**config.mk**
```make
export PLATFORM = sky130hd
export DESIGN_NAME = execute_multdiv
export DESIGN_NICKNAME = d
export VERILOG_FILES = /design/src/rtl/execute_multdiv.sv
export SDC_FILE = /design/constraint.sdc
export NUM_CORES = 1
export LEC_CHECK = 0
export CORE_UTILIZATION = 40
export DETAILED_ROUTE_END_ITERATION = 8
export PLACE_DENSITY_LB_ADDON = 0.08
export SETUP_SLACK_MARGIN = 0.3
export SKIP_CTS_REPAIR_TIMING = 1
export SYNTH_ARGS = -nofsm -noshare
export SYNTH_HDL_FRONTEND = slang
export SYNTH_SLANG_ARGS = --single-unit
```
**constraint.sdc**
```tcl
create_clock -name clock -period 14.7 [get_ports clock]
set_clock_uncertainty 0.15 [all_clocks]
set_input_delay 4.41 -clock clock [delete_from_list [all_inputs] [get_ports clock]]
set_output_delay 4.41 -clock clock [all_outputs]
set_load 0.005 [all_outputs]
```
**src/rtl/execute_multdiv.sv**
```systemverilog
// rtl/execute_multdiv.sv - iterative signed multiply/divide unit for the execute stage
// One bit per cycle: shift-add multiply or restoring divide on magnitudes, sign fixed at the end.
module execute_multdiv #(
  parameter int WIDTH        = 32,
  parameter int MUL_EXC_CODE = 4,
  parameter int DIV_EXC_CODE = 5
) (
  input  logic             clock,
  input  logic             reset,
  input  logic             start,
  input  logic             is_div,
  input  logic [WIDTH-1:0] operand_a,
  input  logic [WIDTH-1:0] operand_b,
  input  logic             kill,
  output logic             busy,
  output logic             stall,
  output logic [WIDTH-1:0] result,
  output logic             result_valid,
  output logic             exception
);

  localparam int CW = $clog2(WIDTH + 1);
  localparam logic [WIDTH-1:0] MIN_VAL  = {1'b1, {(WIDTH-1){1'b0}}};
  localparam logic [WIDTH-1:0] MUL_CODE = WIDTH'(MUL_EXC_CODE);
  localparam logic [WIDTH-1:0] DIV_CODE = WIDTH'(DIV_EXC_CODE);

  typedef enum logic [1:0] {IDLE, RUN, DONE} state_t;

  state_t               state_q;
  logic [CW-1:0]        cnt_q;
  logic [2*WIDTH-1:0]   acc_q, acc_d;
  logic [WIDTH-1:0]     op_q;
  logic                 neg_q, div_q, ovf_q;
  logic [WIDTH-1:0]     result_q;
  logic                 valid_q, exc_q;

  logic [WIDTH-1:0]     mag_a, mag_b;
  logic [WIDTH:0]       sum, trial;
  logic [2*WIDTH-1:0]   prod_s;
  logic [WIDTH-1:0]     quo_s;
  logic                 mul_ovf;

  assign mag_a = operand_a[WIDTH-1] ? -operand_a : operand_a;
  assign mag_b = operand_b[WIDTH-1] ? -operand_b : operand_b;

  // acc_q holds {partial product, multiplier} for multiply and {remainder, dividend/quotient} for divide.
  always_comb begin
    acc_d = acc_q;
    sum   = '0;
    trial = '0;
    if (div_q) begin
      trial = acc_q[2*WIDTH-1:WIDTH-1] - {1'b0, op_q};
      if (trial[WIDTH]) acc_d = {acc_q[2*WIDTH-2:0], 1'b0};
      else              acc_d = {trial[WIDTH-1:0], acc_q[WIDTH-2:0], 1'b1};
    end else begin
      sum   = {1'b0, acc_q[2*WIDTH-1:WIDTH]} + (acc_q[0] ? {1'b0, op_q} : '0);
      acc_d = {sum, acc_q[WIDTH-1:1]};
    end
  end

  assign prod_s  = neg_q ? -acc_d : acc_d;
  assign quo_s   = neg_q ? -acc_d[WIDTH-1:0] : acc_d[WIDTH-1:0];
  assign mul_ovf = (prod_s[2*WIDTH-1:WIDTH-1] != '0) && (prod_s[2*WIDTH-1:WIDTH-1] != '1);

  always_ff @(posedge clock) begin
    if (reset) begin
      state_q  <= IDLE;
      cnt_q    <= '0;
      acc_q    <= '0;
      op_q     <= '0;
      neg_q    <= 1'b0;
      div_q    <= 1'b0;
      ovf_q    <= 1'b0;
      result_q <= '0;
      valid_q  <= 1'b0;
      exc_q    <= 1'b0;
    end else begin
      case (state_q)
        IDLE: begin
          valid_q <= 1'b0;
          if (start && !kill) begin
            neg_q <= operand_a[WIDTH-1] ^ operand_b[WIDTH-1];
            div_q <= is_div;
            cnt_q <= '0;
            op_q  <= is_div ? mag_b : mag_a;
            acc_q <= {{WIDTH{1'b0}}, (is_div ? mag_a : mag_b)};
            ovf_q <= is_div && (operand_a == MIN_VAL) && (operand_b == '1);
            if (is_div && (operand_b == '0)) begin
              state_q  <= DONE;
              result_q <= DIV_CODE;
              exc_q    <= 1'b1;
              valid_q  <= 1'b1;
            end else begin
              state_q <= RUN;
            end
          end
        end
        RUN: begin
          if (kill) begin
            state_q <= IDLE;
          end else begin
            acc_q <= acc_d;
            cnt_q <= cnt_q + CW'(1);
            if (cnt_q == CW'(WIDTH - 1)) begin
              state_q <= DONE;
              valid_q <= 1'b1;
              if (div_q) begin
                exc_q    <= ovf_q;
                result_q <= ovf_q ? DIV_CODE : quo_s;
              end else begin
                exc_q    <= mul_ovf;
                result_q <= mul_ovf ? MUL_CODE : prod_s[WIDTH-1:0];
              end
            end
          end
        end
        DONE: begin
          valid_q <= 1'b0;
          state_q <= IDLE;
        end
        default: begin
          valid_q <= 1'b0;
          state_q <= IDLE;
        end
      endcase
    end
  end

  assign busy         = (state_q != IDLE);
  assign stall        = ((state_q == IDLE) && start && !kill) || (state_q == RUN);
  assign result       = result_q;
  assign result_valid = valid_q;
  assign exception    = exc_q;

endmodule
```
# Yosys cells after proc, flatten, opt, wreduce, memory -nomap -nowiden
# Cells that the tools add are included.
# totals
ff_bits	141
elab_cells	86
# op_classes
n_addsub	7
eq_ne	10
n_mux	39
bitwise_logic	1
n_reduce_logical	19
# op_table
operator	count
$mux W32	13
$mux W64	5
$pmux W64 S2	1
$neg A32 Y32	3
$eq A32 B32 Y1 const B	2
$neg A64 Y64	1
$pmux W32 S2	1
$add A32 B32 Y33	1
$ne A33 B33 Y1 const B	1
$reduce_bool A33 Y1	1
$sub A33 B32 Y33	1
$logic_not A32 Y1	1
$mux W6	2
$pmux W6 S2	1
$mux W1	9
$mux W2	4
$ne A2 B2 Y1 const B	4
$logic_and A1 B1 Y1	7
$add A6 B1 Y6 const B	1
$eq A6 B5 Y1 const B	1
$reduce_and A2 Y1	3
$reduce_and A5 Y1	1
$pmux W1 S2	2
$pmux W2 S2	1
other kinds (8)	9

# Logic depth before layout (Yosys ltp)
# depth
depth_word	12
depth_mapped	28
ltp_nobuf	27

# Least setup slack after synthesis
# OpenSTA, ideal clock, no wires.
# synth_timing
path_kind	input to output
startpoint	in kill
endpoint	out stall
t_arrival_ns	5.477
required_time_ns	10.140
path_slack_ns	4.663
stages	6
path_buffers	3
cell_sequence	nand2b_1 -> or3_1 -> clkbuf_1 -> clkbuf_1 -> clkbuf_1 -> nand2_1
# synth_between
elab_chain_cells	3
# synth_rtl
item	line_no	rtl
start: declaration	14	input logic kill,
$logic_not A1 Y1	130	assign stall = ((state_q == IDLE) && start && !kill) || (state_q == RUN);
$logic_and A1 B1 Y1	130	
$logic_or A1 B1 Y1	130	
end: declaration	16	output logic stall,
# No other way between the ends.

# Worst setup path after layout
# Ends and elaborated chain as after synthesis.

==> results by group <==
Min path
  – Hold Crit Class: reg -> reg
  – Worst hold endpoint: result[25]
  – Min-delay src: result[25]
  – Hold depth: 2

Synthesis
  – Syn Nets: 2303
  – Ys async rst share: 0%
  – Sequential share of the synthesized area: 18.5%
  – Synth Area per Inst: 7.06 µm²
  – Syn Std Cell Area: 0.0153 mm²
  – Synth warn: 0
  – Synth unique cells: 96
  – Top FF cell, synth: dfxtp_1
  – EDFF count, synth: 0
  – Syn Inst Count: 2163
  – Synth Register Bits: 141

Job
  – Max Cap Viol: 0

Finish
  – Number of diodes: 0
  – Most common cell after layout, fill and taps aside: nor2_1
  – Area Growth Syn to Fin: 12.5%
  – Commonest non-fill, non-tap cells in the layout: 279 x nor2_1, 208 x nand2_1, 153 x a21oi_1, 139 x dfxtp_1, 125 x o21ai_0
  – NumNets Final: 2322
  – Share of layout cells above drive strength 1: 6.43%
  – Fill count: 3928

Clock tree
  – TritonCTS clock tree: built
  – Root Driver: clkbuf_16
  – Clock latency on the worst-skew pair: 450 ps
  – H-Tree Depth: 4
  – Total CTS buffers: 17
  – Clock buffer depth: 2
  – Clk sink count: 141
  – Worst-path clk slew: 60 ps

Floorplanning
  – Std-Cell Rows: 71
  – Die H: 197 µm
  – Die area: 0.0389 mm²
  – Die width: 197 µm
  – Initial Util: 40.6%
  – IO Pins: 105
  – Core Box Area: 0.0376 mm²

GRT
  – GRT overflow: 0
  – Initial antenna violation count: 1
  – Largest net degree at the start of global routing: 82
  – GRT Overall Usage: 29.9%
  – Global-route wire length before repair: 89.7 mm
  – Vias in the first global route: 15500

Routing
  – DRC violations left: 0
  – Initial DRC Count: 1466
  – Vias: 16500
  – Initial DRT Pass Iterations: 8
  – Final wirelength: 58.1 mm
  – Post-route ant nets: 0
  – Routed len/inst: 21.5 µm
  – Via/cell ratio: 6.10

Timing
  – Final hold vios: 0
  – Crit path time final: 11130 ps
  – Setup total negative slack: 0 ps
  – Worst slew pin tran: 1010 ps
  – Unrepaired setup endpoints after global routing: false
  – Rel. slew slack: 32.0%
  – Final worst path period share: 75.7%
  – Fmax: 89.9 MHz
  – Worst hold margin: 303 ps
  – Slew Limit Fails: 0
  – Final setup viols: 0

Critical path
  – Reg-to-Reg End: result[31]
  – Worst EP arrival: 6570 ps
  – RR Startpoint: op_q[23]
  – Reg2Reg Depth: 25
  – CP Launch Point: kill
  – CP required: 10140 ps
  – WS Path Type: in -> out
  – Worst R2R Setup Slack: 6470 ps
  – CP endpoint kind: primary output
  – Critical Path Fanout Max: 60
  – Startpoint Class: primary input

Placement
  – Post-DP HPWL: 44.9 mm
  – Final RePlAce weighted congestion: 0.965
  – # port buffers: 104

Pwr
  – Cell Pwr Density: 77.7 mW/mm²
  – Worst VDD drop: 88.7 µV
  – Pleak: 6.29 nW

Status
  – Status: finished clean
==> worst max path at each step <==
| stage | endpoint | slack [ps] | depth (start not counted) |
|---|---|---|---|
| 3_5_place_dp | stall | 3570 | 6 |
| 2_1_floorplan | stall | 4660 | 6 |
| 5_1_grt | stall | 3470 | 6 |
| 3_3_place_gp | stall | 3580 | 6 |
| 4_1_cts | stall | 3570 | 6 |
| 6_report | stall | 3570 | 6 |
==> worst max-delay path, stage by stage <==
cell and delay, ps:
clkdlybuf4s50_1 470, nand2b_1 200, or3_2 410, buf_4 310, nand2_1 230, clkdlybuf4s50_1 520
==> power breakdown <==
| group | leakage, nW | switching (mW) | total, mW | internal (mW) |
|---|---|---|---|---|
| Clock | 0.277 | 0.191 | 0.439 | 0.248 |
| Sequential | 1.15 | 0.0257 | 0.424 | 0.398 |
| Combinational | 4.86 | 0.303 | 0.471 | 0.168 |
| Total | 6.29 | 0.520 | 1.33 | 0.814 |
==> logic make-up after synthesis <==
| logic type | Yosys count | share of synthesized area, % |
|---|---|---|
| fa+ha+maj | 71 | 5.92 |
| xor+xnor | 145 | 8.32 |
| mux | 57 | 3.76 |
| simple gates | 898 | 28.8 |
| compound gates | 658 | 29.5 |
| buf+inv | 193 | 5.19 |
| flops | 141 | 18.5 |
==> metal layers <==
layer / GRT usage (%) / up-vias / share of wire [%]
met5: 0 / - / 0
met4: 13.7 / 0 / 4.6
met1: 37.8 / 7827 / 43
met2: 50.1 / 547 / 47
met3: 4.23 / 98 / 5.9
li1: - / 8023 / -
==> cells in the mapped netlist (6+ instances only) <==
cell	count	area, µm²
xnor2_1	86	753
a21oi_1	153	766
nor3b_1	12	90.1
clkbuf_1	99	372
a22oi_1	23	173
and2_1	50	313
o21ai_1	6	30.0
a211o_1	10	87.6
mux2i_1	54	541
nor2b_1	19	119
a21boi_0	12	90.1
buf_1	8	30.0
and3_1	14	87.6
xor2_1	59	517
nand4_1	38	238
a211oi_1	74	556
ha_1	69	863
o211ai_1	19	143
inv_1	61	229
nor2_1	281	1050
o21ai_0	125	626
or4_1	15	113
o21a_1	13	97.6
a311oi_1	7	61.3
a221o_1	6	60.1
nand2_1	208	781
o221ai_1	7	61.3
or2_2	9	56.3
a21o_1	22	165
o41ai_1	11	96.3
nor4_1	21	131
o31a_1	9	78.8
nand4b_1	7	61.3
nor3_1	88	440
dfxtp_1	141	2820
nand3_1	51	255
o2111ai_1	7	61.3
a31oi_1	26	163
or3_1	33	206
nand2b_1	19	119
buf_2	17	85.1
o31ai_1	28	210
o21ai_2	31	272
buf_6	6	67.6
nor4b_1	8	70.1
==> stage by stage <==
stage                     utilization, %  power (mW)  worst slack, ps  area, µm²  cells
after floorplan                        -       0.743             4660      15300   2163
after global placement              44.2       0.892             3580      16600   2674
after detailed placement            44.2       0.896             3570      16600   2674
after CTS                           45.7        1.33             3570      17200   2705
after global routing                45.7        1.40             3470      17200   2705
final                               45.7        1.33             3570      17200   2705
==> layout make-up <==
| class | instances | area [µm²] | share of cell area [%] |
|---|---|---|---|
| Multi-Input combinational cell | 1829 | 11700 | 67.9 |
| Sequential cell | 141 | 2830 | 16.5 |
| Timing Repair Buffer | 131 | 1240 | 7.20 |
| Tap cell | 511 | 639 | 3.72 |
| Clock buffer | 21 | 470 | 2.74 |
| Inverter | 62 | 233 | 1.35 |
| Clock inverter | 10 | 103 | 0.597 |
==> state kept, by name (all words and copies together), names as in the netlist <==
signal and flops:
acc_q 64, op_q 32, result 32, div_q 1, state_q 2, neg_q 1, ovf_q 1, cnt_q 6
result_valid 1, exception 1
Power figures use the tool's default switching activity.
